## config.mk

```make
export PLATFORM = sky130hd
export DESIGN_NAME = alu_op_sequencer_flat
export DESIGN_NICKNAME = d
export VERILOG_FILES = /design/src/rtl/alu_op_sequencer_if.sv /design/src/rtl/alu_op_sequencer.sv /design/src/flat_wrapper.sv
export SDC_FILE = /design/constraint.sdc
export NUM_CORES = 1
export LEC_CHECK = 0
export BUFFER_PORTS_ARGS = -buffer_cell sky130_fd_sc_hd__buf_4
export CORE_MARGIN = 2
export CORE_UTILIZATION = 40
export CTS_CLUSTER_SIZE = 25
export DETAILED_ROUTE_END_ITERATION = 16
export PLACE_DENSITY_LB_ADDON = 0.1
export SETUP_SLACK_MARGIN = 0.4
export SKIP_LAST_GASP = 1
export SLEW_MARGIN = 20
export SYNTH_ARGS = -nofsm -noshare
export SYNTH_HDL_FRONTEND = slang
export SYNTH_SLANG_ARGS = --single-unit
```

## constraint.sdc

```tcl
create_clock -name clk -period 6.95 [get_ports clk]
set_input_delay 0 -clock clk [delete_from_list [all_inputs] [get_ports clk]]
set_output_delay 0 -clock clk [all_outputs]
set_load 0.01 [all_outputs]
```

## src/rtl/alu_op_sequencer_if.sv

```systemverilog
// ---------------------------------------------------------------------------
// alu_op_sequencer_if
// Bus between the ALU check sequencer (master) and the ALU under test (slave).
//   alu_a, alu_b : 4-bit operands, driven by the sequencer
//   alu_s        : 3-bit opcode, driven by the sequencer
//   alu_out      : 4-bit ALU result, returned by the ALU
//   alu_carry    : ALU carry/borrow flag, returned by the ALU
//   alu_zero     : ALU zero flag, returned by the ALU
// ---------------------------------------------------------------------------
interface alu_op_sequencer_if;
  logic [3:0] alu_a;
  logic [3:0] alu_b;
  logic [2:0] alu_s;
  logic [3:0] alu_out;
  logic       alu_carry;
  logic       alu_zero;

  modport master (
    output alu_a, alu_b, alu_s,
    input  alu_out, alu_carry, alu_zero
  );

  modport slave (
    input  alu_a, alu_b, alu_s,
    output alu_out, alu_carry, alu_zero
  );
endinterface

```

## src/rtl/alu_op_sequencer.sv

```systemverilog
// ---------------------------------------------------------------------------
// alu_op_sequencer
// Runs a self-test of an external 4-bit ALU: on start it latches two seed
// operands, steps through all eight opcodes, holds each opcode/operand set for
// SETTLE_CYCLES cycles, then compares the ALU answer against a built-in golden
// model and tallies passes, failures and which opcodes failed.
//
// Ports
//   clk           : rising-edge clock
//   rst_n         : asynchronous active-low reset (forces IDLE, clears outputs)
//   start         : one-cycle request, honoured only in IDLE
//   a_seed/b_seed : 4-bit operands latched on an accepted start
//   alu           : master side of alu_op_sequencer_if (alu_a/alu_b/alu_s out,
//                   alu_out/alu_carry/alu_zero in)
//   busy          : high while DRIVE or CHECK
//   done          : one-cycle pulse (DONE state) at the end of a run
//   pass_cnt      : number of opcodes that matched the model
//   fail_cnt      : number of opcodes that mismatched
//   mismatch_vec  : bit k set when opcode k mismatched
//   first_fail_op : opcode of the first mismatch of the run (0 if none)
//
// Parameter
//   SETTLE_CYCLES : cycles the operands settle before sampling (min 1)
//
// Build option
//   ALU_SEQ_HALT_ON_FAIL_EN : when defined, the first mismatch ends the run
//                             immediately instead of checking all opcodes.
// ---------------------------------------------------------------------------
module alu_op_sequencer #(
  parameter int SETTLE_CYCLES = 1
) (
  input  logic                clk,
  input  logic                rst_n,
  input  logic                start,
  input  logic [3:0]          a_seed,
  input  logic [3:0]          b_seed,
  alu_op_sequencer_if.master  alu,
  output logic                busy,
  output logic                done,
  output logic [3:0]          pass_cnt,
  output logic [3:0]          fail_cnt,
  output logic [7:0]          mismatch_vec,
  output logic [2:0]          first_fail_op
);

  localparam int          SETTLE      = (SETTLE_CYCLES < 1) ? 1 : SETTLE_CYCLES;
  localparam logic [15:0] SETTLE_LAST = 16'(SETTLE - 1);

  localparam logic [1:0] S_IDLE  = 2'd0;
  localparam logic [1:0] S_DRIVE = 2'd1;
  localparam logic [1:0] S_CHECK = 2'd2;
  localparam logic [1:0] S_DONE  = 2'd3;

  logic [1:0]  state_q, state_d;
  logic [15:0] settle_q;
  logic [3:0]  alu_a_q, alu_b_q;
  logic [2:0]  alu_s_q;
  logic [3:0]  pass_cnt_q, fail_cnt_q;
  logic [7:0]  mismatch_vec_q;
  logic [2:0]  first_fail_op_q;

  logic [5:0]  model;
  logic        match;

  // Golden ALU: returns {carry, zero, result[3:0]}.
  function automatic logic [5:0] alu_model(input logic [3:0] a,
                                           input logic [3:0] b,
                                           input logic [2:0] s);
    logic [4:0] wide;
    logic [3:0] res;
    logic       c;
    wide = 5'd0;
    res  = 4'd0;
    c    = 1'b0;
    case (s)
      3'd0: begin wide = {1'b0, a} + {1'b0, b}; res = wide[3:0]; c = wide[4]; end
      3'd1: begin res = a - b; c = (a < b); end
      3'd2: res = a & b;
      3'd3: res = a | b;
      3'd4: res = a ^ b;
      3'd5: res = ~a;
      3'd6: begin res = {a[2:0], 1'b0}; c = a[3]; end
      default: begin res = {1'b0, a[3:1]}; c = a[0]; end
    endcase
    return {c, (res == 4'd0), res};
  endfunction

  assign model = alu_model(alu_a_q, alu_b_q, alu_s_q);
  assign match = (alu.alu_out == model[3:0]) &&
                 (alu.alu_carry == model[5]) &&
                 (alu.alu_zero == model[4]);

  always_comb begin
    state_d = state_q;
    case (state_q)
      S_IDLE:  if (start) state_d = S_DRIVE;
      S_DRIVE: if (settle_q == SETTLE_LAST) state_d = S_CHECK;
      S_CHECK: begin
        if (alu_s_q == 3'd7) state_d = S_DONE;
`ifdef ALU_SEQ_HALT_ON_FAIL_EN
        else if (!match) state_d = S_DONE;
`endif
        else state_d = S_DRIVE;
      end
      default: state_d = S_IDLE;
    endcase
  end

  always_ff @(posedge clk or negedge rst_n) begin
    if (!rst_n) begin
      state_q         <= S_IDLE;
      settle_q        <= 16'd0;
      alu_a_q         <= 4'd0;
      alu_b_q         <= 4'd0;
      alu_s_q         <= 3'd0;
      pass_cnt_q      <= 4'd0;
      fail_cnt_q      <= 4'd0;
      mismatch_vec_q  <= 8'd0;
      first_fail_op_q <= 3'd0;
    end else begin
      state_q <= state_d;
      case (state_q)
        S_IDLE: begin
          if (start) begin
            alu_a_q         <= a_seed;
            alu_b_q         <= b_seed;
            alu_s_q         <= 3'd0;
            settle_q        <= 16'd0;
            pass_cnt_q      <= 4'd0;
            fail_cnt_q      <= 4'd0;
            mismatch_vec_q  <= 8'd0;
            first_fail_op_q <= 3'd0;
          end
        end
        S_DRIVE: settle_q <= settle_q + 16'd1;
        S_CHECK: begin
          if (match) begin
            pass_cnt_q <= pass_cnt_q + 4'd1;
          end else begin
            fail_cnt_q              <= fail_cnt_q + 4'd1;
            mismatch_vec_q[alu_s_q] <= 1'b1;
            // No earlier failure in this run means this one is the first.
            if (fail_cnt_q == 4'd0) first_fail_op_q <= alu_s_q;
          end
          // Operands only move when the next DRIVE phase begins.
          if (state_d == S_DRIVE) begin
            alu_s_q  <= alu_s_q + 3'd1;
            settle_q <= 16'd0;
          end
        end
        default: ;
      endcase
    end
  end

  assign alu.alu_a     = alu_a_q;
  assign alu.alu_b     = alu_b_q;
  assign alu.alu_s     = alu_s_q;
  assign busy          = (state_q == S_DRIVE) || (state_q == S_CHECK);
  assign done          = (state_q == S_DONE);
  assign pass_cnt      = pass_cnt_q;
  assign fail_cnt      = fail_cnt_q;
  assign mismatch_vec  = mismatch_vec_q;
  assign first_fail_op = first_fail_op_q;

endmodule
```

## src/flat_wrapper.sv

```systemverilog
// flat-port wrapper written by rule: the top's interface ports become plain ports
module alu_op_sequencer_flat 
#(
  parameter int SETTLE_CYCLES = 1
)
  (clk, rst_n, start, a_seed, b_seed, busy, done, pass_cnt, fail_cnt, mismatch_vec, first_fail_op, alu_alu_a, alu_alu_b, alu_alu_s, alu_alu_out, alu_alu_carry, alu_alu_zero);
  alu_op_sequencer_if alu_i ();
  input  logic clk;
  input  logic rst_n;
  input  logic start;
  input  logic [3:0] a_seed;
  input  logic [3:0] b_seed;
  output logic busy;
  output logic done;
  output logic [3:0] pass_cnt;
  output logic [3:0] fail_cnt;
  output logic [7:0] mismatch_vec;
  output logic [2:0] first_fail_op;
  output wire logic [$bits(alu_i.alu_a)-1:0] alu_alu_a;
  output wire logic [$bits(alu_i.alu_b)-1:0] alu_alu_b;
  output wire logic [$bits(alu_i.alu_s)-1:0] alu_alu_s;
  input wire logic [$bits(alu_i.alu_out)-1:0] alu_alu_out;
  input wire logic [$bits(alu_i.alu_carry)-1:0] alu_alu_carry;
  input wire logic [$bits(alu_i.alu_zero)-1:0] alu_alu_zero;
  assign alu_alu_a = alu_i.alu_a;
  assign alu_alu_b = alu_i.alu_b;
  assign alu_alu_s = alu_i.alu_s;
  assign alu_i.alu_out = alu_alu_out;
  assign alu_i.alu_carry = alu_alu_carry;
  assign alu_i.alu_zero = alu_alu_zero;
  alu_op_sequencer #(.SETTLE_CYCLES(SETTLE_CYCLES)) u_core (.clk(clk), .rst_n(rst_n), .start(start), .a_seed(a_seed), .b_seed(b_seed), .alu(alu_i), .busy(busy), .done(done), .pass_cnt(pass_cnt), .fail_cnt(fail_cnt), .mismatch_vec(mismatch_vec), .first_fail_op(first_fail_op));
endmodule
```

==> metrics.yaml <==
outcome:
  status: "complete, no violations"
cells_and_area:
  area_delta_synth_final_pct: 19.3
  layoutNonFillerInstCount: 490
  multi_input_area_sq_um: 1770
  nNetsFinal: 435
  final_cell_area_sq_um: 3760
  antenna_cells: 0
  fillers: 754
  seqCellArea_sq_um: 1200
  drive_gt1_share_pct: 19.3
timing:
  setup_viol: 0
  tightest_slew_ps: 709
  fin_crit_ps: 3680
  max_freq_mhz: 272
  slew_headroom_pct: 52.6
  tns_ps: 0
  hold_violations: 0
  rsz0062_at_grt: "false"
  drv_slew: 0
  finClkSkew_ps: 6.58
  post-route-period-util_pct: 53.0
worst_setup_path:
  cp.arrival_ps: 3900
  crit_type: "reg -> reg"
  cp-startpoint: "u_core.alu.alu_a[0]"
  reg2reg_slack_ps: 3270
  crit_fanout: 19
  reg2reg_to: "u_core.first_fail_op[0]"
  timing.critical_path.to: "u_core.first_fail_op[0]"
  crit_required_ps: 7170
  end_kind: "flip-flop"
  r2r_start: "u_core.alu.alu_a[0]"
  critPathLaunchType: "flip-flop"
  ff2ff_path_depth: 12
cts:
  cts.sinks: 48
  cts.root.buffer_cell: "clkbuf_8"
  path_clk_slew_ps: 90
  htreeDepth: 2
  cts_tree: "yes"
  clock_latency_ps: 300
  post_cts_buffers: 0
  max-clock-path-buffers: 2
  numCtsBuffers: 5
yosys:
  synthTopCellsByCount: "48 x dfrtp_1, 32 x nand2_1, 30 x nor2_1"
  synth.most_common_cell: "dfrtp_1"
  ys_seq_area_share_pct: 38.1
  synth-seq-cells: 48
  synthTopCellsByArea: "dfrtp_1 38%, ha_1 11%, mux2_2 3.9%, nand2_1 3.8%, nor2_1 3.6%"
  synthArstFlopShare_pct: 100
  netlist_instances: 336
  ys_types: 59
  synth_edf_count: 0
  yosysTopAreaCellShare_pct: 38.1
  netlist_area_sq_um: 3150
  yosys_warnings: 0
  synth_top_area_cell: "dfrtp_1"
  avgSynthCellArea_sq_um: 9.37
  syn_nets: 382
  ys.flop_type: "dfrtp_1"
floorplanning:
  initial_core_util_pct: 41.0
  io_pins: 49
  die_h_um: 92.7
  die_area_sq_um: 8600
  core.rowCount: 32
  coreArea_sq_um: 7690
  die_x_um: 92.7
detailed_routing:
  drt_iter0_markers: 136
  vias_per_cell: 5.32
  dr.pass1.iters: 6
  drc: 0
  wirelength_um: 7230
  wl_per_cell_um: 14.7
  route.vias.total: 2606
  drtAntennaViolNets: 0
power_and_ir_drop:
  power_leakage_uw: 0.00176
  power_density_nw_per_um2: 367
  ir_drop_uv: 161
flow_run:
  drv_cap: 0
global_routing:
  antenna_found_initial: 0
  grt_pass1_vias: 2576
  gr-usage-all-layers_pct: 17.8
  grt_max_degree: 49
  overflow: 0
  grt_first_pass_wirelength_um: 12400
place:
  dp.cells: 475
  dpl-instance-area_sq_um: 3570
  place.gp.congestion: 0.888
  hpwlAfterDp_um: 5160
  io_buffers: 48
worst_hold_path:
  min-delay-path-class: "in -> reg"
==> cells in the final DEF (no fill, tap or decap), types with 4 or more instances in the layout <==
cell | netlist | routed
a21oi_1 | 8 | 8
a22o_1 | 5 | 5
a31oi_1 | 4 | 4
a32o_1 | 4 | 4
and3_1 | 7 | 7
buf_4 | 1 | 48
clkbuf_8 | 0 | 5
dfrtp_1 | 48 | 48
dlygate4sd3_1 | 0 | 9
ha_1 | 27 | 27
inv_1 | 26 | 26
mux2_2 | 11 | 11
nand2_1 | 32 | 32
nand3_1 | 19 | 19
nand4_1 | 6 | 6
nor2_1 | 30 | 30
nor2b_1 | 7 | 7
nor3_1 | 6 | 6
o211ai_1 | 6 | 6
o21ai_0 | 14 | 14
o21bai_1 | 4 | 4
xnor2_1 | 4 | 4
xor2_1 | 12 | 12
==> worst max-delay path, stage by stage, from the launching register on <==
cell	delay, ps
dfrtp_1	430
inv_1	130
ha_1	190
inv_1	60
fa_1	430
a221oi_1	280
nor2_1	100
o32ai_2	370
a31oi_1	140
or4b_4	540
a21oi_4	440
mux2_2	400
o211ai_1	90
==> power by group <==
| part | switching (uW) | leakage, uW | internal, uW | total, uW |
|---|---|---|---|---|
| sequential | 70.5 | 0.000648 | 324 | 395 |
| combinational | 441 | 0.00106 | 349 | 790 |
| clock | 90.2 | 0.0000501 | 103 | 194 |
==> metrics by stage <==
stage / utilization [%] / setup slack [ps] / total power (uW) / hold slack [ps]
2_1_floorplan: - / 3640 / 980 / -296
3_3_place_gp: 46.4 / 3340 / 1180 / 74.1
3_5_place_dp: 46.4 / 3250 / 1190 / 68.5
4_1_cts: 48.9 / 3230 / 1390 / 228
5_1_grt: 48.9 / 3000 / 1510 / 301
6_report: 48.9 / 3270 / 1380 / 244
==> worst min path at each step <==
| stage | start | endpoint | slack, ps | depth (start not counted) |
|---|---|---|---|---|
| after CTS | start | u_core.state_q[1] | 230 | 5 |
| after detailed placement | rst_n | u_core.settle_q[15] | 70 | 1 |
| after global placement | rst_n | u_core.settle_q[15] | 70 | 1 |
| final | start | u_core.state_q[1] | 240 | 5 |
| after floorplan | rst_n | u_core.alu.alu_a[0] | -300 | 0 |
| after global routing | start | u_core.state_q[1] | 300 | 5 |
==> flip-flops by register name, indices dropped and copies added (netlist names) <==
name                  cells
u_core.alu.alu_b          4
u_core.first_fail_op      3
u_core.alu.alu_a          4
u_core.alu.alu_s          3
u_core.mismatch_vec       8
u_core.fail_cnt           4
u_core.settle_q          16
u_core.pass_cnt           4
u_core.state_q            2
==> layer usage <==
layer,vias up,GRT usage (%),routed length (um)
met3,5,3.09,303
met4,0,4.66,64
met5,-,0,0
li1,1287,-,-
met2,58,28.9,3280
met1,1256,24.7,3580
==> layout make-up <==
type,instances,area share (%)
clock inverters,1,0.799
well taps,102,3.40
inverters,28,2.86
clock buffers,5,1.83
flip-flops and latches,48,32.0
multi-input cells,249,47.2
repair buffers,57,12.0
==> cells by family after synthesis <==
kind of cell               synth area share, %
and+or+nand+nor                           19.2
AOI/OAI and AO/OA                         16.4
DFF                                       38.1
buffers and inverters                     5.60
adders and majority gates                 12.0
xor gates and xnor gates                  4.45
muxes                                     4.25
==> what timing repair did <==
item | 4_1_cts | 5_1_grt
hold buffers | 9 | 0
endpoints found under the hold margin | 56 | 0
gates resized for setup | 0 | 0
Power figures use the tool's default switching activity.
